[config.mk]
export PLATFORM = sky130hd
export DESIGN_NAME = result_nibble_tx
export DESIGN_NICKNAME = d
export VERILOG_FILES = /design/src/rtl/result_nibble_tx_pkg.sv /design/src/rtl/result_nibble_tx_nib_shifter.sv /design/src/rtl/result_nibble_tx.sv
export SDC_FILE = /design/constraint.sdc
export NUM_CORES = 1
export LEC_CHECK = 0
export ABC_AREA = 1
export CAP_MARGIN = 20
export CELL_PAD_IN_SITES_DETAIL_PLACEMENT = 2
export CELL_PAD_IN_SITES_GLOBAL_PLACEMENT = 2
export CORE_UTILIZATION = 27
export DETAILED_ROUTE_END_ITERATION = 10
export GPL_TIMING_DRIVEN = 1
export PLACE_DENSITY = 0.76
export SYNTH_ARGS = -nofsm -noshare
export SYNTH_HDL_FRONTEND = slang
export SYNTH_SLANG_ARGS = --single-unit
[constraint.sdc]
create_clock -name clk -period 1.3 [get_ports clk]
set_input_delay 0.13 -clock clk [delete_from_list [all_inputs] [get_ports clk]]
set_output_delay 0.13 -clock clk [all_outputs]
set_load 0.03 [all_outputs]
[src/rtl/result_nibble_tx_pkg.sv]
// result_nibble_tx_pkg: shared state encoding and constants for the result nibble serializer.
// Contents: tx_state_t (IDLE/SEND), NIB_W (nibble width), Q88_ONE (Q8.8 value 1.0, shared with R/T init).
package result_nibble_tx_pkg;
  typedef enum logic {IDLE, SEND} tx_state_t;
  localparam int NIB_W = 4;
  localparam logic [15:0] Q88_ONE = 16'h0100;
endpackage

[src/rtl/result_nibble_tx_nib_shifter.sv]
// nib_shifter: WIDTH-bit word register with parallel load and nibble shift toward the send end.
// Ports: clk, rst (async, active high); ld/d parallel load; shift moves one nibble out (zero fill);
//        nib is the nibble currently at the send end.
module nib_shifter
  import result_nibble_tx_pkg::*;
#(
  parameter int WIDTH     = 16,
  parameter int LSB_FIRST = 1
) (
  input  logic             clk,
  input  logic             rst,
  input  logic             ld,
  input  logic [WIDTH-1:0] d,
  input  logic             shift,
  output logic [NIB_W-1:0] nib
);
  logic [WIDTH-1:0] sr;
  always_ff @(posedge clk or posedge rst)
    if (rst) sr <= '0;
    else if (ld) sr <= d;
    else if (shift) sr <= (LSB_FIRST != 0) ? (sr >> NIB_W) : (sr << NIB_W);
  assign nib = (LSB_FIRST != 0) ? sr[NIB_W-1:0] : sr[WIDTH-1 -: NIB_W];
endmodule

[src/rtl/result_nibble_tx.sv]
// result_nibble_tx: serializes a captured WIDTH-bit result word as 4-bit nibbles over valid/ready.
// Ports: clk, rst (async, active high); load/loadEn capture a word (IDLE only);
//        nib_out/nib_valid/nib_ready nibble handshake; busy while sending;
//        done pulses one cycle after the last nibble is accepted; nib_idx is the presented nibble index.
module result_nibble_tx
  import result_nibble_tx_pkg::*;
#(
  parameter  int WIDTH     = 16,
  parameter  int LSB_FIRST = 1,
  localparam int NN        = WIDTH / NIB_W,
  localparam int IW        = (NN > 1) ? $clog2(NN) : 1
) (
  input  logic             clk,
  input  logic             rst,
  input  logic [WIDTH-1:0] load,
  input  logic             loadEn,
  input  logic             nib_ready,
  output logic [NIB_W-1:0] nib_out,
  output logic             nib_valid,
  output logic             busy,
  output logic             done,
  output logic [IW-1:0]    nib_idx
);
  tx_state_t state, state_nx;
  logic      ld, hs, last;
  assign ld   = (state == IDLE) && loadEn;
  assign hs   = nib_valid && nib_ready;
  assign last = nib_idx == IW'(NN - 1);
  always_comb begin
    state_nx = state;
    if (state == IDLE) state_nx = loadEn ? SEND : IDLE;
    else state_nx = (hs && last) ? IDLE : SEND;
  end
  always_ff @(posedge clk or posedge rst)
    if (rst) begin
      state   <= IDLE;
      nib_idx <= '0;
      done    <= 1'b0;
    end else begin
      state   <= state_nx;
      done    <= hs && last;
      if (ld) nib_idx <= '0;
      else if (hs) nib_idx <= last ? '0 : nib_idx + 1'b1;
    end
  // The final shift empties the register, so nib_out reads 0 once back in IDLE.
  nib_shifter #(.WIDTH(WIDTH), .LSB_FIRST(LSB_FIRST)) u_shift (
    .clk  (clk),
    .rst  (rst),
    .ld   (ld),
    .d    (load),
    .shift(hs),
    .nib  (nib_out)
  );
  assign nib_valid = state == SEND;
  assign busy      = nib_valid;
endmodule

=== Word-level counts from Yosys, hierarchy flattened ===
Cells that the tools add are included.

* Add/subtract/negate cells: 1
* Multiply operators: 0
* Div/mod/pow operators: 0
* $lt $le $gt $ge: 0
* Eq/ne operators: 1
* Shift operators: 0
* Multiplexer cells: 8
* Bitwise logic cells: 1
* Reductions and logical operators: 4

{| class="wikitable"
|+ Operator list
! operator !! number
|-
| 2-to-1 mux 16 bit || 2
|-
| 2-to-1 mux 2 bit || 3
|-
| logical AND 1 bit || 3
|-
| 2-to-1 mux 1 bit || 3
|-
| adder 2 x 1 -> 2 bit, second input constant || 1
|-
| equality test 2 bit, second input constant || 1
|-
| nonzero test 2 bit || 1
|-
| inverter 1 bit || 1
|}

* Register bits: 20
* Latch bits: 0
* Bits in writable memories: 0
* Memory bits (read-only): 0
* Input bits: 20
* Output and inout port bits: 9
* Word-level logic and storage cells: 19
* Memories kept: 0

=== Longest topological paths before layout ===
Gate-level depths: netlist of run 1.

* Depth after elaboration: 4
* Mapped depth: 6
* Depth with buffers taken out: 5

=== Modules after synthesis ===
A second synthesis of run 1 with hierarchy kept.

* Cell total of the unflattened synthesis: 125
* Area total of the unflattened synthesis: 983.4 µm²

{| class="wikitable"
|+ Modules (own cells, without submodules)
! module !! instances !! cells an instance !! area each (µm²) !! seq. area each (µm²)
|-
| nib_shifter || 1 || 100 || 782.0 || 400.4
|-
| result_nibble_tx || 1 || 25 || 201.4 || 100.1
|}

=== Least setup slack after synthesis of run 1 ===
No wires, ideal clock.

* Path kind: reg-to-reg
* Start: reg state, in the netlist busy
* End: reg state, in the netlist busy
* Setup time: 120 ps
* Arrival time: 1065 ps
* Required time: 1180 ps
* Slack: 115 ps
* Cell stages (with the launch flop): 5
* Path buffers: 1
* Clock period less this slack: 1185 ps
* Cells stage by stage: dfrtp_1 -> nand2_4 -> buf_6 -> o22ai_1 -> inv_1

* Longest elaborated chain between the ends: 4

{| class="wikitable"
|+ Ends and longest elaborated chain
! element !! RTL line !! RTL
|-
| start: declaration || result_nibble_tx.sv:24 || <nowiki>tx_state_t state, state_nx;</nowiki>
|-
| start signal: assignment || result_nibble_tx.sv:40 || <nowiki>state <= state_nx;</nowiki>
|-
| logical AND 1 bit || result_nibble_tx.sv:27 || <nowiki>assign hs = nib_valid && nib_ready;</nowiki>
|-
| logical AND 1 bit || result_nibble_tx.sv:32 || <nowiki>else state_nx = (hs && last) ? IDLE : SEND;</nowiki>
|-
| 2-to-1 mux 1 bit || result_nibble_tx.sv:32 ||
|-
| 2-to-1 mux 1 bit (*) || result_nibble_tx.sv:31 || <nowiki>if (state == IDLE) state_nx = loadEn ? SEND : IDLE;</nowiki>
|-
| named net state_nx || result_nibble_tx.sv:24 ||
|}

The timed path passes the listed nets; every way through them passes the cells marked *.
A chain may end at the register's enable or synchronous reset.

=== Worst setup path in the final report of run 1 ===
* Start: reg nib_idx[0]
* End: out nib_idx[0]

{| class="wikitable"
|+ RTL lines
! element !! RTL line !! RTL
|-
| start: declaration || result_nibble_tx.sv:22 || <nowiki>output logic [IW-1:0] nib_idx</nowiki>
|-
| start signal: assignment || result_nibble_tx.sv:43 || <nowiki>else if (hs) nib_idx <= last ? '0 : nib_idx + 1'b1;</nowiki>
|}

No word-level cell between the ends.

==> results of run 1 <==
==> cells in the mapped netlist (2+ instances only) <==
library cell and instances:
buf_6 4, dfrtp_1 20, buf_4 6, nand2_1 35
nand3_2 4, nand2_2 2, nor2_1 2, inv_1 4
nand3_1 27
==> worst reg2reg max path, stage by stage (launching register included) <==
cell	delay, ns
dfrtp_1	0.43
inv_2	0.08
nand2_2	0.23
nand3_1	0.18
nand3_2	0.07
==> final timing paths <==
| kind | slack [ns] | endpoint | from | depth (start not counted) |
|---|---|---|---|---|
| min | 0.19 | u_shift.sr[15] | rst | 3 |
| max in group asynchronous | 0.89 | u_shift.sr[0] | rst | 3 |
| min in group clk | 0.41 | u_shift.sr[13] | load[13] | 3 |
| min reg2reg | 0.50 | u_shift.sr[13] | u_shift.sr[13] | 2 |
| max | 0.08 | nib_idx[0] | nib_idx[0] | 1 |
| max reg2reg | 0.19 | u_shift.sr[11] | busy | 4 |
==> what timing repair did <==
item | CTS | global route
hold buffers | 0 | 0
setup endpoints to repair | 7 | 0
resized for setup | 7 | 0
hold endpoints to repair | 0 | 0
==> final cells by class <==
| type | instances | share of cell area [%] |
|---|---|---|
| multi-input cells | 75 | 28.5 |
| clock buffers | 4 | 4.19 |
| well taps | 46 | 4.38 |
| repair buffers | 31 | 22.9 |
| inverters | 6 | 1.90 |
| flip-flops and latches | 20 | 38.1 |
==> through the flow <==
step | setup TNS, ns | utilization, % | setup slack [ns]
after global placement | 0 | 36.6 | 0.0210
after detailed placement | -0.149 | 36.6 | -0.0245
after global routing | 0 | 37.9 | 0.0229
after CTS | 0 | 37.9 | 0.0677
final | 0 | 37.9 | 0.0770
after floorplan | 0 | - | 0.115
==> logic make-up (layout without fill, tap and decap cells) <==
logic type               after synthesis  in the layout  share of synthesized area [%]
AND/OR/NAND/NOR                       73             73                           35.3
flip-flops                            20             20                           49.5
buffers and inverters                 17             41                           13.4
adder cells (fa/ha/maj)                1              1                           1.24
AO/OA/AOI/OAI                          1              1                          0.619
==> state kept, by name, summed over array words and instances, names as in the netlist <==
| signal | count |
|---|---|
| busy | 1 |
| nib_idx | 2 |
| done | 1 |
| u_shift.sr | 16 |
==> power breakdown <==
part	total, mW	switching [mW]	internal (mW)
Combinational	1.05	0.654	0.397
Clock	0.479	0.209	0.270
Sequential	1.03	0.162	0.868
Total	2.56	1.03	1.54
==> per-layer routing <==
| layer | vias up | routed length [um] | share of wire, % | global-route usage (%) |
|---|---|---|---|---|
| met5 | - | 0 | 0 | 0 |
| met4 | 0 | 19 | 0.76 | 4.26 |
| met3 | 4 | 99 | 4.0 | 3.08 |
| met2 | 22 | 1210 | 48 | 23.4 |
| met1 | 407 | 1170 | 47 | 17.2 |
| li1 | 407 | - | - | - |
==> flow_summary.yaml, run 1 <==
yosys:
  ys_ff_latch: 20
  syn-num-nets: 133
  synthArstFlopShare_pct: 100
  syn_inst: 112
  synth_top_area_share_pct: 49.5
  synth_edf_count: 0
  synth_cell_types: 17
  seq_area_frac_synth_pct: 49.5
  yosysTopAreaCell: "dfrtp_1"
  synthTopCellsByArea: "dfrtp_1 (50%), nand3_1 (13%), nand2_1 (13%)"
  synth_area_per_cell_um2: 9.03
  synth_warnings: 0
  ys.flop_type: "dfrtp_1"
  synth_area_mm2: 0.00101
finish:
  area_growth_pct: 30.1
  final_common_cell: "nand2_1"
  fillers: 408
  nets: 158
  drive_gt1_share_pct: 14.0
  seqCellArea_um2: 500
  final_cells: 182
  multi_input_area_um2: 375
  diodes: 0
  fin_area_mm2: 0.00132
  most-common-layout-cells: "nand2_1 (35), nand3_1 (27), dfrtp_1 (20)"
detailed_routing:
  drt_wl_total_um: 2500
  vias_per_cell: 4.62
  drtAntennaViolNets: 0
  drtIter0Drc: 10
  drc: 0
  avgRoutedWirePerCell_um: 13.7
  dr.pass1.iters: 2
  vias: 840
timing:
  rsz0062_at_grt: "false"
  fin_hold_ws_ns: 0.194
  min_period_ns: 1.22
  maxSlewViolCount: 0
  fmax_mhz: 818
  hold_violations: 0
  clock_skew_ns: 0.00376
  post-route-period-util_pct: 94.1
  finalSetupViolations: 0
  max_slew_margin_pct: 75.0
  tightest_slew_ns: 0.373
floorplan:
  num_rows: 21
  die-area_mm2: 0.00399
  ioPinCount: 29
  initial_core_util_pct: 29.1
  fp.dieW_um: 63.2
  die_y_um: 63.2
  coreArea_mm2: 0.00347
power:
  p_leak_nw: 0.667
  power_mw: 2.56
  powerDensity_mw_per_mm2: 1950
  peakVddDrop_mv: 0.755
worst_setup_path:
  end_kind: "primary output"
  worst-path-buf-inv: 1
  cpPeakStageDelay_ns: 0.42
  critPathMaxFanout: 4
  crit_family: "buffers and inverters"
  crit_chain: "dlygate4sd2_1"
  crit_required_ns: 1.17
  startpoint_type: "register"
  path_class: "reg -> out"
  critPathArrivalTime_ns: 1.09
  slowest_stage: "dlygate4sd2_1"
clocking:
  cts_max_path_buffers: 2
  path_clk_slew_ns: 0.08
  cts_max_level: 1
  numCtsBuffers: 3
  post-cts-setup-buffer-count: 0
  root_buffer: "clkbuf_8"
  clock_sinks: 20
  tritoncts: "done"
  clk_latency_ns: 0.26
grt:
  antenna_found_initial: 0
  grt_first_pass_wirelength_um: 4250
  grt_pass1_vias: 899
  grt_max_degree: 22
  grt_util_all_layers_pct: 13.7
  grt_overflow_total: 0
placement:
  dpl_cell_area_mm2: 0.00127
  routabilityCongestion: 0.654
  dp_hpwl_um: 1820
  dpl.cell_count: 178
  numPortBuffers: 28
hold_path:
  worstHoldPathType: "in -> async"
status:
  status: "completed"
job:
  max_cap_violations: 0
(Power assumes the default switching activity.)
==> run 2, diff against run 1 <==
--- a/config.mk
+++ b/config.mk
@@ -7,12 +7,10 @@
 export LEC_CHECK = 0
 export ABC_AREA = 1
 export CAP_MARGIN = 20
-export CELL_PAD_IN_SITES_DETAIL_PLACEMENT = 2
-export CELL_PAD_IN_SITES_GLOBAL_PLACEMENT = 2
-export CORE_UTILIZATION = 27
+export CORE_UTILIZATION = 30
 export DETAILED_ROUTE_END_ITERATION = 10
 export GPL_TIMING_DRIVEN = 1
-export PLACE_DENSITY = 0.76
+export PLACE_DENSITY = 0.54
 export SYNTH_ARGS = -nofsm -noshare
 export SYNTH_HDL_FRONTEND = slang
 export SYNTH_SLANG_ARGS = --single-unit
==> run 2 against run 1 <==
Against the previous run:
- die area is 9.7% lower
- cell area is 0.57% lower
- worst setup slack better by 0.0073 ns
- global-route usage is 1.3 points lower
- clock power is 4.6% higher
- hold slack worse by 0.055 ns
- critical path depth stayed put
- highest routed layer is now met3
==> flow_summary.yaml, run 2 (same netlist as run 1, synthesis figures left out) <==
detailed_routing:
  dr.pass1.iters: 4
  vias_per_cell: 4.37
  drt_wl_total_um: 1930
  drtIter0Drc: 31
  avgRoutedWirePerCell_um: 10.7
  vias: 786
  drtAntennaViolNets: 0
  drc: 0
floorplan:
  fp.dieW_um: 60.1
  coreArea_mm2: 0.00313
  num_rows: 20
  die_y_um: 60.1
  ioPinCount: 29
  die-area_mm2: 0.00361
  initial_core_util_pct: 32.3
timing:
  maxSlewViolCount: 0
  hold_violations: 0
  fin_hold_ws_ns: 0.139
  min_period_ns: 1.22
  tightest_slew_ns: 0.376
  max_slew_margin_pct: 74.8
  rsz0062_at_grt: "false"
  fmax_mhz: 823
  post-route-period-util_pct: 93.5
  clock_skew_ns: 0.00733
  finalSetupViolations: 0
worst_setup_path:
  cp-startpoint: "nib_idx[1]"
  reg2reg_depth: 5
  crit_family: "flip-flops"
  worstSetupEndpoint: "nib_idx[1]"
  critPathArrivalTime_ns: 1.09
  path_class: "reg -> out"
  critPathMaxFanout: 3
  r2r_slack_ns: 0.13
  crit_chain: "clkdlybuf4s15_1"
  startpoint_type: "register"
  worst-path-stages: 1
  end_kind: "primary output"
  rr_startpoint: "busy"
  cpPeakStageDelay_ns: 0.40
  worst-path-buf-inv: 1
  slowest_stage: "dfrtp_1"
  crit_required_ns: 1.17
  r2r_end: "u_shift.sr[7]"
placement:
  routabilityCongestion: 0.668
  dp_hpwl_um: 1300
  dpl_cell_area_mm2: 0.00127
  dpl.cell_count: 176
  numPortBuffers: 28
clocking:
  root_buffer: "clkbuf_4"
  path_clk_slew_ns: 0.12
  numCtsBuffers: 3
  tritoncts: "done"
  cts_max_path_buffers: 2
  clock_sinks: 20
  cts_max_level: 1
  clk_latency_ns: 0.30
grt:
  grt_util_all_layers_pct: 12.4
  grt_pass1_vias: 769
  grt_max_degree: 22
  grt_overflow_total: 0
  antenna_found_initial: 0
  grt_first_pass_wirelength_um: 3350
finish:
  fillers: 338
  drive_gt1_share_pct: 14.7
  area_growth_pct: 29.3
  top_register: "u_shift.sr"
  largest_register_ffs: 16
  most-common-layout-cells: "nand2_1 (35), nand3_1 (27), dfrtp_1 (20)"
  diodes: 0
  fin_area_mm2: 0.00131
  final_cells: 180
  nets: 158
  final_common_cell: "nand2_1"
  largestRegisters: "u_shift.sr: 16 flops, nib_idx: 2 flops"
job:
  max_cap_violations: 0
power:
  peakVddDrop_mv: 0.874
  p_leak_nw: 0.663
  power_mw: 2.53
  powerDensity_mw_per_mm2: 1930
status:
  status: "completed"
hold_path:
  worstHoldPathType: "in -> async"
==> run 2: changes by cell type in the layout (fill, tap and decap cells not counted) <==
cell / previous run / this run
dlygate4sd2_1: 7 / 5
bufinv_16: 0 / 1
clkbuf_4: 0 / 3
clkbuf_2: 0 / 1
clkbuf_8: 4 / 0
clkdlybuf4s15_1: 0 / 1
==> run 2: how the worst min path moves through the flow <==
stage / endpoint / from / slack (ns) / cells after the start
after floorplan: busy / rst / 0.09 / 1
after global placement: u_shift.sr[9] / u_shift.sr[13] / 0.47 / 2
after detailed placement: nib_idx[1] / rst / 0.48 / 3
after CTS: nib_idx[1] / rst / 0.14 / 3
after global routing: nib_idx[1] / rst / 0.16 / 3
final: nib_idx[1] / rst / 0.14 / 3
==> run 2: metrics by stage <==
step                worst slack, ns  TNS, ns  utilization (%)
floorplan                     0.115        0                -
global route                0.00169        0             41.8
CTS                          0.0229        0             41.9
detailed placement         -0.00856  -0.0188             40.5
global placement             0.0371        0             40.5
finish                       0.0843        0             41.8
==> run 2: timing repair <==
| action | in CTS | in global routing |
|---|---|---|
| pin swaps | 0 | 0 |
| buffers inserted | 0 | 0 |
| hold buffers | 0 | 0 |
| setup endpoints to repair | 7 | 2 |
| gates resized for setup | 7 | 3 |
==> run 2: cell type report <==
class	count	area, um^2	share of cell area, %
flip-flops and latches	20	500	38.3
multi-input cells	75	375	28.7
clock buffers	3	22.5	1.72
inverters	6	25.0	1.91
clock inverters	1	30.0	2.30
repair buffers	31	299	22.9
well taps	44	55.1	4.21
==> run 2: power breakdown <==
group / internal (mW) / leakage [nW] / switching, mW / total (mW)
logic: 0.396 / 0.372 / 0.615 / 1.01
clock network: 0.312 / 0.0279 / 0.190 / 0.501
registers: 0.866 / 0.263 / 0.151 / 1.02
total: 1.57 / 0.663 / 0.956 / 2.53
==> run 2: metal layers <==
metal	vias up	global-route usage [%]	part of all wire, %	routed length [um]
met1	352	16.5	47	913
met3	0	4.11	5.7	110
li1	407	-	-	-
met5	-	0	0	0
met4	0	1.99	0	0
met2	27	19.8	47	906
==> run 3, diff against run 2 <==
--- a/config.mk
+++ b/config.mk
@@ -11,6 +11,7 @@
 export DETAILED_ROUTE_END_ITERATION = 10
 export GPL_TIMING_DRIVEN = 1
 export PLACE_DENSITY = 0.54
+export RECOVER_POWER = 50
 export SYNTH_ARGS = -nofsm -noshare
 export SYNTH_HDL_FRONTEND = slang
 export SYNTH_SLANG_ARGS = --single-unit
==> run 3 against run 2 <==
Against the previous run:
- global-route usage unchanged
- worst setup slack about the same
- fmax about the same
- register-to-register slack about the same
- cell area decreased by 0.38%
- die area unchanged
- sequential share of layout area increased by 0.15 points
- routed wire length decreased by 0.16%
==> flow_summary.yaml, run 3 (same netlist as run 1, synthesis figures left out) <==
finish:
  fin_area_mm2: 0.00130
  seqCellArea_um2: 500
  nets: 158
  fillers: 339
  final_common_cell: "nand2_1"
  most-common-layout-cells: "nand2_1 (35), nand3_1 (27), dfrtp_1 (20)"
  diodes: 0
  area_growth_pct: 28.8
  multi_input_area_um2: 375
  top_register: "u_shift.sr"
  drive_gt1_share_pct: 14.7
  largestRegisters: "u_shift.sr: 16 flops, nib_idx: 2 flops"
  largest_register_ffs: 16
detailed_routing:
  drtIter0Drc: 31
  drc: 0
  vias: 787
  drt_wl_total_um: 1930
  dr.pass1.iters: 4
  drtAntennaViolNets: 0
  vias_per_cell: 4.37
  avgRoutedWirePerCell_um: 10.7
floorplan:
  num_rows: 20
  die-area_mm2: 0.00361
  coreArea_mm2: 0.00313
  fp.dieW_um: 60.1
  initial_core_util_pct: 32.3
  die_y_um: 60.1
  ioPinCount: 29
worst_setup_path:
  end_kind: "primary output"
  critPathArrivalTime_ns: 1.09
  slowest_stage: "dfrtp_1"
  crit_chain: "clkdlybuf4s15_1"
  cpPeakStageDelay_ns: 0.40
  startpoint_type: "register"
  worst-path-buf-inv: 1
  path_class: "reg -> out"
  crit_required_ns: 1.17
  crit_family: "flip-flops"
  critPathMaxFanout: 3
placement:
  dpl_cell_area_mm2: 0.00127
  routabilityCongestion: 0.668
  dp_hpwl_um: 1300
  numPortBuffers: 28
timing:
  post-route-period-util_pct: 93.5
  fmax_mhz: 822
  min_period_ns: 1.22
  max_slew_margin_pct: 66.2
  rsz0062_at_grt: "false"
  clock_skew_ns: 0.00741
  hold_violations: 0
  finalSetupViolations: 0
  tightest_slew_ns: 0.508
  maxSlewViolCount: 0
power:
  p_leak_nw: 0.662
  power_mw: 2.52
  peakVddDrop_mv: 0.873
  powerDensity_mw_per_mm2: 1940
clocking:
  clock_sinks: 20
  cts_max_level: 1
  numCtsBuffers: 3
  post-cts-setup-buffer-count: 0
  path_clk_slew_ns: 0.12
  clk_latency_ns: 0.30
  cts_max_path_buffers: 2
  tritoncts: "done"
  root_buffer: "clkbuf_4"
grt:
  grt_first_pass_wirelength_um: 3350
  grt_max_degree: 22
  grt_pass1_vias: 769
  antenna_found_initial: 0
  grt_overflow_total: 0
  grt_util_all_layers_pct: 12.4
job:
  max_cap_violations: 0
hold_path:
  worstHoldPathType: "in -> reg"
status:
  status: "completed"
## run 3: changes by cell type in the layout (fill, tap and decap cells not counted)
cell	previous run	this run
buf_4	4	2
clkbuf_2	1	3
clkdlybuf4s50_1	19	18
dlygate4sd3_1	0	1
## run 3: path summary, 6_finish.rpt
check | slack, ns | depth (start not counted) | endpoint | from
max | 0.08 | 1 | nib_idx[1] | nib_idx[1]
max reg2reg | 0.14 | 5 | u_shift.sr[7] | busy
max in group asynchronous | 0.59 | 3 | u_shift.sr[4] | rst
min reg2reg | 0.50 | 2 | u_shift.sr[0] | u_shift.sr[4]
min | 0.35 | 3 | u_shift.sr[12] | load[12]
min in group asynchronous | 0.36 | 3 | nib_idx[1] | rst
## run 3: what timing repair did
item                                    4_1_cts  5_1_grt
gates resized for setup                       7        3
hold buffers                                  0        0
endpoints found under the setup margin        7        2
## run 3: through the flow
| stage | std cells | setup WS, ns | TNS, ns | hold slack [ns] | utilization [%] |
|---|---|---|---|---|---|
| after floorplan | 112 | 0.115 | 0 | 0.0938 | - |
| after global placement | 176 | 0.0371 | 0 | 0.475 | 40.5 |
| after detailed placement | 176 | -0.00856 | -0.0188 | 0.480 | 40.5 |
| after CTS | 180 | 0.0229 | 0 | 0.136 | 41.9 |
| after global routing | 180 | 0.00391 | 0 | 0.329 | 41.6 |
| final | 180 | 0.0841 | 0 | 0.349 | 41.6 |
## run 3: area by class of cell
cell class | instances | area share, %
repair buffers | 31 | 22.6
flip-flops and latches | 20 | 38.4
multi-input cells | 75 | 28.8
well taps | 44 | 4.23
inverters | 6 | 1.92
clock buffers | 3 | 1.73
clock inverters | 1 | 2.31
## run 3: power breakdown
| part | switching (mW) | internal (mW) | total [mW] |
|---|---|---|---|
| registers | 0.151 | 0.865 | 1.02 |
| logic | 0.615 | 0.388 | 1.00 |
| clock network | 0.190 | 0.312 | 0.501 |
## run 3: layer usage
metal	global-route usage (%)	share of wire, %	vias up
met2	19.8	47	27
li1	-	-	408
met4	1.99	0	0
met5	0	0	-
met1	16.5	47	352
met3	4.11	5.7	0
==> RTL change 1 (settings of run 3) <==
`NIB_W`: 4 -> 16.
--- a/src/rtl/result_nibble_tx_pkg.sv
+++ b/src/rtl/result_nibble_tx_pkg.sv
@@ -3,5 +3,5 @@
 package result_nibble_tx_pkg;
   typedef enum logic {IDLE, SEND} tx_state_t;
-  localparam int NIB_W = 4;
+  localparam int NIB_W = 16;
   localparam logic [15:0] Q88_ONE = 16'h0100;
 endpackage
Interface: changed (resized nib_idx and nib_out); port bits go from 29 to 40. No check against the original RTL was run, so the function may have changed too.
==> RTL change 1 against run 3 <==
- synthesized area fell by 25%
- global-route usage rose by 2.7 points
- die area fell by 25%
- first-iteration DRC count fell by 58%
- setup slack improved by 0.030 ns
- sequential cell count fell by 2
- sequential share of layout area rose by 1.0 points
- routed wire length fell by 9.6%
- non-clock buffer count rose by 11
- maximum frequency rose by 2.5%
- power fell by 40%
- combinational power fell by 44%
- design area fell by 12%
- largest power group unchanged
==> RTL change 1: results (changes against run 3) <==
- Run status: completed (unchanged)
- Hold Crit Endpoint: u_shift.nib[14] (was u_shift.sr[12])
- RD Place Congestion: 0.656 (was 0.668)
- Leakage power: 0.628 nW (was 0.662 nW)
- R2R Setup Slk: 0.18 ns (was 0.14 ns)
- # fillers: 247 (was 339)
- Vias in the first global route: 616 (was 769)
- Distinct cells, synth: 12 (was 17)
- DRT iter0 DRCs: 13 (was 31)
- Cell Int Power: 0.000963 W (was 0.00157 W)
- Slew @ Worst Pin: 0.943 ns (was 0.508 ns)
- RR Endpoint: u_shift.nib[1] (was u_shift.sr[7])
- TritonCTS buffer count: 3 (unchanged)
- Layout cell share with drive strength beyond 1: 0.0917 (was 0.147)
- Buffer count from post-CTS setup fixing: 0 (unchanged)
- DR vias: 650 (was 787)
- Post-CTS Resized: 19 (was 7)
- Final wirelength: 1740 um (was 1930 um)
- Largest cells by area after synthesis: dfrtp_1 60%, nand2_1 15%, nand3_1 11% (was dfrtp_1 50%, nand3_1 13%, nand2_1 13%)
- Largest net degree at the start of global routing: 19 (was 22)
- Seq/Total Area, Yosys: 0.597 (was 0.495)
- Worst-path clk slew: 0.09 ns (was 0.12 ns)
- GRT Util Overall: 0.151 (was 0.124)
- Clock Skew: 0.00349 ns (was 0.00741 ns)
- Arrival time of the worst setup path: 1.06 ns (was 1.09 ns)
- Synth Area in Adders: 0 (was 0.0124)
- Max VDD drop: 0.000695 V (was 0.000873 V)
- Critical path's slowest cell: dlygate4sd2_1 (was dfrtp_1)
- Post-synth top cells: 31 x nand2_1, 18 x dfrtp_1, 16 x nand3_1, 3 x buf_6 (was 35 x nand2_1, 27 x nand3_1, 20 x dfrtp_1, 6 x buf_4)
- Worst Min Path Start: load[14] (was load[12])
- Compound-gate portion of the synthesized area: 0.00663 (was 0.00619)
- Crit-path leading delay family: buffers and inverters (was flip-flops)
- Hold Slack: 0.374 ns (was 0.349 ns)
- Hold depth: 3 (unchanged)
- First-pass GRT wire length: 2860 um (was 3350 um)
- Final setup viols: 0 (unchanged)
- Post-Place Cell Area: 0.00115 mm^2 (was 0.00127 mm^2)
- Nets: 142 (was 158)
- IO buf count: 38 (was 28)
[RTL change 1: cell count changes after synthesis, sizes merged, moves of 2 or more]
cell	before	now
nand3	31	16
buf	11	5
nand2	38	34
dfrtp	20	18
inv	6	4
nor2	3	1
[RTL change 1: area by class of cell]
cell class	count	area, um^2	area share
Inverter	4	15.0	0.0132
Tap cell	28	35.0	0.0307
Sequential cell	18	450	0.395
Timing Repair Buffer	42	383	0.336
Multi-Input combinational cell	53	235	0.206
Clock buffer	3	22.5	0.0197
[RTL change 1: stage by stage]
step	setup WS (ns)	std cells	power, W
6_report	0.114	148	0.00152
4_1_cts	0.0816	148	0.00157
3_5_place_dp	0.103	145	0.00136
5_1_grt	0.0298	148	0.00164
3_3_place_gp	0.108	145	0.00136
2_1_floorplan	0.132	80	0.00107
[RTL change 1: power by group through the flow]
| stage | Combinational (W) | Sequential (W) | Clock [W] |
|---|---|---|---|
| 2_1_floorplan | 0.000170 | 0.000903 | 0 |
| 3_3_place_gp | 0.000643 | 0.000712 | 0 |
| 3_5_place_dp | 0.000650 | 0.000714 | 0 |
| 4_1_cts | 0.000582 | 0.000698 | 0.000290 |
| 5_1_grt | 0.000612 | 0.000711 | 0.000319 |
| 6_report | 0.000565 | 0.000697 | 0.000262 |
[RTL change 1: kinds of logic after synthesis]
group,after synthesis
compound gates,1
buf+inv,9
flops,18
other cells,1
simple gates,51
[RTL change 1: worst max path at each step]
stage	endpoint	cells after the start	from	slack, ns
2_1_floorplan	u_shift.nib[10]	4	busy	0.13
3_3_place_gp	u_shift.nib[0]	6	loadEn	0.11
3_5_place_dp	u_shift.nib[7]	4	nib_ready	0.10
4_1_cts	busy	1	busy	0.08
5_1_grt	busy	1	busy	0.03
6_report	busy	1	busy	0.11
[RTL change 1: per-layer routing]
metal  GRT usage  part of all wire
met1       0.176              0.41
met2       0.241              0.51
met3      0.0556             0.054
met4      0.0789             0.021
met5           0                 0
==> RTL change 2 (config.mk and constraints of run 3) <==
Without the edit above. Make the reset (`rst`) synchronous in 2 clocked blocks. Comments in the files are not updated.
--- a/src/rtl/result_nibble_tx_nib_shifter.sv
+++ b/src/rtl/result_nibble_tx_nib_shifter.sv
@@ -16,5 +16,5 @@
 );
   logic [WIDTH-1:0] sr;
-  always_ff @(posedge clk or posedge rst)
+  always_ff @(posedge clk)
     if (rst) sr <= '0;
     else if (ld) sr <= d;
--- a/src/rtl/result_nibble_tx.sv
+++ b/src/rtl/result_nibble_tx.sv
@@ -32,5 +32,5 @@
     else state_nx = (hs && last) ? IDLE : SEND;
   end
-  always_ff @(posedge clk or posedge rst)
+  always_ff @(posedge clk)
     if (rst) begin
       state   <= IDLE;
Formal check against the unedited RTL: differs if rst is asserted again (counterexample within 4 cycles, from zero or initial values and one cycle with rst high); with rst held inactive, the same outputs for 10 cycles.
==> RTL change 2 against run 3 <==
- design area rose by 7.0%
- setup slack got worse by 0.034 ns
- synthesized area rose by 1.6%
- via count rose by 24%
- sequential cell count did not move
- routed wire length rose by 20%
- synthesized cell count rose by 35%
- clock skew rose by 0.0073 ns
- worst hold slack improved by 0.015 ns
- critical path depth did not move
Power is not compared: it rests on default switching activity, and its combinational part moved more than twofold at a synthesized area within 25%.
==> RTL change 2: results (changes against run 3) <==
- Vias in the first global route: 917 (was 769)
- Final wirelength: 2320 um (was 1930 um)
- Syn Nets: 172 (was 133)
- Critical Path Max Stage Delay: 0.42 ns (was 0.40 ns)
- GR Layer Usage met3: 0.0213 (was 0.0411)
- Largest cells by area after synthesis: dfxtp_1 39%, nand3_1 16%, inv_1 9.5% (was dfrtp_1 50%, nand3_1 13%, nand2_1 13%)
- First-pass GRT wire length: 3950 um (was 3350 um)
- Avg Synthesized Cell Area: 6.80 um^2 (was 9.03 um^2)
- Largest net degree at the start of global routing: 18 (was 22)
- Clock Skew: 0.0147 ns (was 0.00741 ns)
- Worst-path fanout max: 4 (was 3)
- Nets: 204 (was 158)
- DRT iter0 DRCs: 36 (was 31)
- Arrival time of the worst setup path: 1.12 ns (was 1.09 ns)
- Async set-reset flop share out of synthesis: 0 (was 1.00)
- Reg2Reg Launch Point: busy (unchanged)
- Layout cell share with drive strength beyond 1: 0.110 (was 0.147)
- Compound-gate portion of the synthesized area: 0.0585 (was 0.00619)
- RD Place Congestion: 0.772 (was 0.668)
- Main synth FF type: dfxtp_1 (was dfrtp_1)
- Run status: completed (unchanged)
- Slew margin rel.: 0.794 (was 0.662)
- # fillers: 352 (was 339)
- Dpl ws: 0.0139 ns (was -0.00856 ns)
- Placed Instances: 222 (was 176)
==> RTL change 2: cell types whose count changed in the layout (fill, tap and decap cells not counted), moves of 2 or more <==
cell / before / now
inv_1: 4 / 27
dfrtp_1: 20 / 0
dfxtp_1: 0 / 19
nor2_1: 2 / 20
nand2_1: 35 / 21
a21oi_1: 0 / 9
buf_4: 2 / 11
nand3_1: 27 / 32
nand3_2: 4 / 0
o21ai_0: 0 / 3
clkbuf_2: 3 / 1
dlygate4sd2_1: 5 / 7
==> RTL change 2: final timing paths <==
kind | depth (start not counted) | endpoint
max | 1 | nib_idx[0]
min | 3 | u_shift.sr[15]
max reg2reg | 5 | nib_idx[1]
min reg2reg | 2 | u_shift.sr[1]
==> RTL change 2: through the flow <==
step	hold slack [ns]	cell area, um^2
final	0.364	1390
after global routing	0.371	1390
after CTS	0.359	1410
after detailed placement	0.475	1360
after global placement	0.469	1360
after floorplan	0.277	1030
==> RTL change 2: repair_timing <==
| action | CTS | global route |
|---|---|---|
| pin swaps | 0 | 0 |
| setup endpoints to repair | 7 | 2 |
| gates resized for setup | 7 | 1 |
==> RTL change 2: layout make-up <==
cell class                 count  share of cell area
sequential                    20               0.290
inverter                      28              0.0754
timing repair buffer          38               0.243
tap                           44              0.0395
clock buffer                   3              0.0162
clock inverter                 1              0.0215
multi-input combinational     92               0.314
==> RTL change 2: routing by layer <==
metal  wire, um  part of all wire
met1       1080              0.47
met2       1120              0.48
met3        107             0.046
met4         12            0.0052
met5          0                 0
==> RTL change 2: cell families after synthesis <==
kind of cell,Yosys count
buf+inv,39
compound gates,12
simple gates,79
fa+ha+maj,1
flops,20
==> RTL change 2: power groups by stage <==
stage | Combinational (W) | Clock (W) | Sequential, W
floorplan | 0.000192 | 0 | 0.000698
global placement | 0.000318 | 0 | 0.000697
detailed placement | 0.000323 | 0 | 0.000696
CTS | 0.000316 | 0.000527 | 0.000682
global route | 0.000340 | 0.000550 | 0.000686
finish | 0.000303 | 0.000514 | 0.000681
